File: src/rtl/gray_sweep_pkg.sv
// Shared types, direction encoding and the reference binary-to-Gray function
// used by the gray_sweep_ctrl sequencer.
package gray_sweep_pkg;

  typedef enum logic [1:0] {
    IDLE = 2'd0,
    RUN  = 2'd1,
    DONE = 2'd2
  } state_e;

  localparam logic DIR_UP = 1'b0;
  localparam logic DIR_DN = 1'b1;

  localparam int GS_WIDTH = 4;

  function automatic logic [GS_WIDTH-1:0] bin2gray(input logic [GS_WIDTH-1:0] b);
    return b ^ (b >> 1);
  endfunction

endpackage

File: src/rtl/gray_conv.sv
// Purely combinational WIDTH-bit binary-to-Gray converter.
module gray_conv
  import gray_sweep_pkg::*;
#(
  parameter int WIDTH = 4
) (
  input  logic [WIDTH-1:0] bin_i,
  output logic [WIDTH-1:0] gray_o
);

  // The package function is fixed-width; other widths use the same identity inline.
  generate
    if (WIDTH == GS_WIDTH) begin : g_pkg
      assign gray_o = bin2gray(bin_i);
    end else begin : g_inline
      assign gray_o = bin_i ^ (bin_i >> 1);
    end
  endgenerate

endmodule

File: src/rtl/gray_sweep_ctrl.sv
// Sweeps a programmable run of binary codes through a Gray converter onto a
// valid/ready stream. Define GRAY_ADJ_CHECK_EN to add the sticky adjacency checker.
module gray_sweep_ctrl
  import gray_sweep_pkg::*;
#(
  parameter int WIDTH = 4,
  parameter int LEN_W = WIDTH + 1
) (
  input  logic             clk,
  input  logic             rst_n,
  input  logic             start,
  input  logic             abort,
  input  logic             dir,
  input  logic [WIDTH-1:0] start_val,
  input  logic [LEN_W-1:0] run_len,
  output logic [WIDTH-1:0] out_bin,
  output logic [WIDTH-1:0] out_gray,
  output logic             out_valid,
  input  logic             out_ready,
  output logic             busy,
  output logic             done,
  output logic             err
);

  localparam logic [LEN_W-1:0] FULL_RUN = LEN_W'(1) << WIDTH;

  state_e           state_q;
  logic [WIDTH-1:0] outBin_q;
  logic [WIDTH-1:0] outGray_q;
  logic             outValid_q;
  logic             busy_q;
  logic             done_q;
  logic             dir_q;
  logic [LEN_W-1:0] remaining_q;

  logic [WIDTH-1:0] outBin_d;
  logic [WIDTH-1:0] outGray_d;
  logic             xfer;

  assign xfer = outValid_q && out_ready;

  // In IDLE the converter sees the start code so the first pair is ready one cycle after start.
  always_comb begin
    outBin_d = outBin_q;
    if (state_q == IDLE) begin
      outBin_d = start_val;
    end else if (dir_q == DIR_DN) begin
      outBin_d = outBin_q - WIDTH'(1);
    end else begin
      outBin_d = outBin_q + WIDTH'(1);
    end
  end

  gray_conv #(.WIDTH(WIDTH)) u_conv (
    .bin_i  (outBin_d),
    .gray_o (outGray_d)
  );

  always_ff @(posedge clk) begin
    if (!rst_n) begin
      state_q     <= IDLE;
      outBin_q    <= '0;
      outGray_q   <= '0;
      outValid_q  <= 1'b0;
      busy_q      <= 1'b0;
      done_q      <= 1'b0;
      dir_q       <= DIR_UP;
      remaining_q <= '0;
    end else begin
      case (state_q)
        IDLE: begin
          done_q <= 1'b0;
          if (start) begin
            state_q     <= RUN;
            outBin_q    <= outBin_d;
            outGray_q   <= outGray_d;
            remaining_q <= (run_len == '0) ? FULL_RUN : run_len;
            dir_q       <= dir;
            outValid_q  <= 1'b1;
            busy_q      <= 1'b1;
          end
        end
        RUN: begin
          if (abort || (xfer && remaining_q <= LEN_W'(1))) begin
            state_q    <= DONE;
            outValid_q <= 1'b0;
            busy_q     <= 1'b0;
            done_q     <= 1'b1;
          end else if (xfer) begin
            outBin_q    <= outBin_d;
            outGray_q   <= outGray_d;
            remaining_q <= remaining_q - LEN_W'(1);
          end
        end
        DONE: begin
          state_q <= IDLE;
          done_q  <= 1'b0;
        end
        default: begin
          state_q    <= IDLE;
          outValid_q <= 1'b0;
          busy_q     <= 1'b0;
          done_q     <= 1'b0;
        end
      endcase
    end
  end

  assign out_bin   = outBin_q;
  assign out_gray  = outGray_q;
  assign out_valid = outValid_q;
  assign busy      = busy_q;
  assign done      = done_q;

`ifdef GRAY_ADJ_CHECK_EN
  logic [WIDTH-1:0] prevGray_q;
  logic             havePrev_q;
  logic             err_q;

  // Compares each accepted Gray code with the previously accepted one; any non-unit step latches err.
  always_ff @(posedge clk) begin
    if (!rst_n) begin
      prevGray_q <= '0;
      havePrev_q <= 1'b0;
      err_q      <= 1'b0;
    end else if (state_q == IDLE && start) begin
      havePrev_q <= 1'b0;
      err_q      <= 1'b0;
    end else if (state_q == RUN && !abort && xfer) begin
      if (havePrev_q && ($countones(outGray_q ^ prevGray_q) != 1)) begin
        err_q <= 1'b1;
      end
      prevGray_q <= outGray_q;
      havePrev_q <= 1'b1;
    end
  end

  assign err = err_q;
`else
  assign err = 1'b0;
`endif

endmodule

File: config.mk
export PLATFORM = sky130hd
export DESIGN_NAME = gray_sweep_ctrl
export DESIGN_NICKNAME = d
export VERILOG_FILES = /design/src/rtl/gray_sweep_pkg.sv /design/src/rtl/gray_conv.sv /design/src/rtl/gray_sweep_ctrl.sv
export SDC_FILE = /design/constraint.sdc
export NUM_CORES = 1
export LEC_CHECK = 0
export BUFFER_PORTS_ARGS = -buffer_cell sky130_fd_sc_hd__clkbuf_2
export CORE_MARGIN = 3
export CORE_UTILIZATION = 40
export DETAILED_ROUTE_END_ITERATION = 16
export GPL_TIMING_DRIVEN = 0
export HOLD_SLACK_MARGIN = 0.08
export PLACE_DENSITY_LB_ADDON = 0.25
export SETUP_SLACK_MARGIN = 0.3
export SLEW_MARGIN = 20
export SYNTH_ARGS = -nofsm -noshare
export SYNTH_HDL_FRONTEND = slang
export SYNTH_SLANG_ARGS = --single-unit
File: constraint.sdc
create_clock -name clk -period 3.2 [get_ports clk]
set_input_delay 0.16 -clock clk [delete_from_list [all_inputs] [get_ports clk]]
set_output_delay 0.16 -clock clk [all_outputs]
set_load 0.05 [all_outputs]
==> summary.txt <==
Global routing
  – Initial antenna violation count: 0
  – Tot GR Track Use: 14.9%
  – Largest net degree at the start of global routing: 11
  – First-pass GRT wire length: 3.86 mm
  – GRT overflow: 0
  – Vias in the first global route: 879

STA
  – RSZ-0062 raised after global routing: false
  – PnR worst setup slack: 1.50 ns
  – Post-layout min period: 1.70 ns
  – TNS Setup: 0 ns
  – Clock Skews: 0.00106 ns
  – Final-report hold violation count: 0
  – Fmax: 589 MHz
  – Setup violations, final: 0
  – Slew Viols, Final: 0
  – Post-route clock period utilization: between 50 and 60%

Clocking
  – Number of buffers created by CTS: 3
  – Setup bufs post-CTS: 0
  – Hold Buf Count CTS: 0
  – Clock Tree Buf Depth: 2
  – CTS tree: built
  – Skew-Pair Late Insertion Delay: around 0.29 ns
  – Clk slew on worst S/H paths: ~0.1 ns
  – H-tree depth: 1
  – CTS resizes: 0
  – Clk sinks: 17
  – Clock root cell: clkbuf_4

Detailed routing
  – Final WL: 2.31 mm
  – DR DRC count: 0
  – Detailed Route Iter0 Violations: 18
  – Antenna viol nets, final: 0
  – Vias per cell: 5.12
  – DR vias: about 950
  – WL/cell: approximately 12 um
  – Drt first pass iters: 4

Setup path
  – CP max FO: 6
  – CP Capture Type: flop
  – Critical path class: reg2reg
  – Setup crit start kind: flop
  – Arrival time worst endpoint: 1.94 ns
  – Critical Path RT: roughly 3.4 ns

Floorplan
  – Ports: 27
  – Cell Rows: 18
  – DIE AREA: 3350 sq um
  – Die height: a little under 60 um
  – Die width: between 50 and 60 um
  – Core Region: approximately 2500 sq um
  – Starting density of the core: around 43%

Synthesis
  – Post-synth EDFFs: 0
  – Syn nets: around 150
  – Asr flop ratio synth: 0%
  – Syn_area_per_cell: 8.42 sq um
  – Post-synthesis sequential area ratio: between 30% and 40%
  – Synth Warn #: 0
  – Mapped cell area: 1080 sq um
  – Most used DFF post-synth: dfxtp_1
  – Cell variety after synth: 39
  – Post-synthesis cell count: around 130
  – Synth Register Bits: 17

Placement
  – Place WS: approximately 1.5 ns
  – DP Wirelength: about 1.7 mm
  – Gpl congestion: roughly 0.76
  – Port buffer count: 24

Final layout
  – Net count, final: 177
  – Layout area overhead: 17.1%
  – Antenna cell count: 0
  – Share of cells above drive strength 1: about a quarter

Min path
  – Worst min-delay path category: in2reg

Outcome
  – Status: finished clean

Power
  – P per Cell Area: about 460 nW/um^2
  – Leakage: roughly 0.00062 uW
  – VDD IR max: 0.283 mV

Run
  – Max-cap check violation count: 0
==> metrics by stage <==
step | instances | total power [uW] | hold WS [ns] | utilization [%] | area (sq um)
global placement | 182 | 468 | 0.422 | 49.0 | 1230
global route | 186 | 625 | 0.118 | 50.0 | 1260
floorplan | 128 | 425 | 0.325 | - | 1080
detailed placement | 182 | 474 | 0.433 | 49.0 | 1230
CTS | 186 | 596 | 0.111 | 50.0 | 1260
finish | 186 | 586 | 0.112 | 50.0 | 1260
==> cell usage after synthesis (2+ instances only) <==
master	n	area, sq um
o211a_1	4	40.0
nand3_2	2	20.0
mux2i_1	4	40.0
dfxtp_1	17	340
nor2_1	6	22.5
nand3_1	8	40.0
nand4b_1	2	17.5
o21ai_0	5	25.0
nand2b_1	3	18.8
buf_4	3	22.5
nand2_1	20	75.1
inv_1	4	15.0
a21oi_1	7	35.0
ha_1	4	50.1
xor2_1	6	52.6
buf_6	3	33.8
nor2b_1	4	25.0
o211ai_1	4	30.0
and2_1	2	12.5
==> logic make-up (layout without fill, tap and decap cells) <==
kind of cell / count (synthesis) / after routing / share of synthesized area, %
adders and majority gates: 5 / 5 / 6.50
other: 1 / 1 / 0.348
AOI/OAI and AO/OA: 27 / 27 / 16.8
DFF: 17 / 17 / 31.6
buffers and inverters: 13 / 41 / 7.78
and+or+nand+nor: 54 / 54 / 27.1
muxes: 5 / 5 / 4.99
xor gates and xnor gates: 6 / 6 / 4.88
==> worst max-delay path, stage by stage, from the launching register on <==
cell	delay, ns
dfxtp_1	0.39
fa_1	0.45
xor2_1	0.18
mux2i_2	0.24
xor2_1	0.18
mux2i_1	0.09
nor2b_1	0.10
==> routing by layer <==
metal / wire [um] / up-vias / GRT usage [%]
met1: 1050 / 436 / 18.3
met3: 119 / 2 / 4.01
met5: 0 / - / 0
met4: 21 / 0 / 4.97
li1: - / 493 / -
met2: 1120 / 22 / 25.0
==> path summary, 6_finish.rpt <==
| kind | slack (ns) | depth (start not counted) | start | endpoint |
|---|---|---|---|---|
| setup / recovery | 1.50 | 6 | out_bin[0] | out_gray[1] |
| hold reg to reg | 0.45 | 2 | done | done |
| setup reg to reg | 1.50 | 6 | out_bin[0] | out_gray[1] |
| hold / removal | 0.11 | 3 | dir | dir_q |
==> area by class of cell <==
| type | instances | area, sq um |
|---|---|---|
| Inverter | 4 | 15.0 |
| Clock buffer | 4 | 26.3 |
| Multi-Input combinational cell | 98 | 653 |
| Sequential cell | 17 | 340 |
| Buffer | 9 | 68.8 |
| Fill cell | 249 | 1260 |
| Tap cell | 30 | 37.5 |
| Timing Repair Buffer | 24 | 120 |
==> where the power goes <==
group / leakage [uW] / internal (uW) / switching [uW]
clock: 0.0000150 / 48.6 / 69.3
combinational: 0.000464 / 80.1 / 134
sequential: 0.000140 / 232 / 23.0
total: 0.000619 / 361 / 226
==> layout by cell type (no fill, tap or decap), types with 2 or more instances in the layout <==
cell type  instances
clkbuf_2          24
nand2_1           20
dfxtp_1           17
nand3_1            8
a21oi_1            7
xor2_1             6
nor2_1             6
o21ai_0            5
inv_1              4
mux2i_1            4
nor2b_1            4
o211ai_1           4
o211a_1            4
ha_1               4
buf_6              3
nand2b_1           3
buf_4              3
clkbuf_4           3
and2_1             2
nand4b_1           2
clkbuf_1           2
nand3_2            2
==> sequential cells by signal, summed over array words and instances, names as in the netlist <==
signal	count
busy	1
state_q	2
remaining_q	5
out_gray	3
done	1
out_bin	4
dir_q	1
Note: power is estimated with default switching activity, not from simulation.
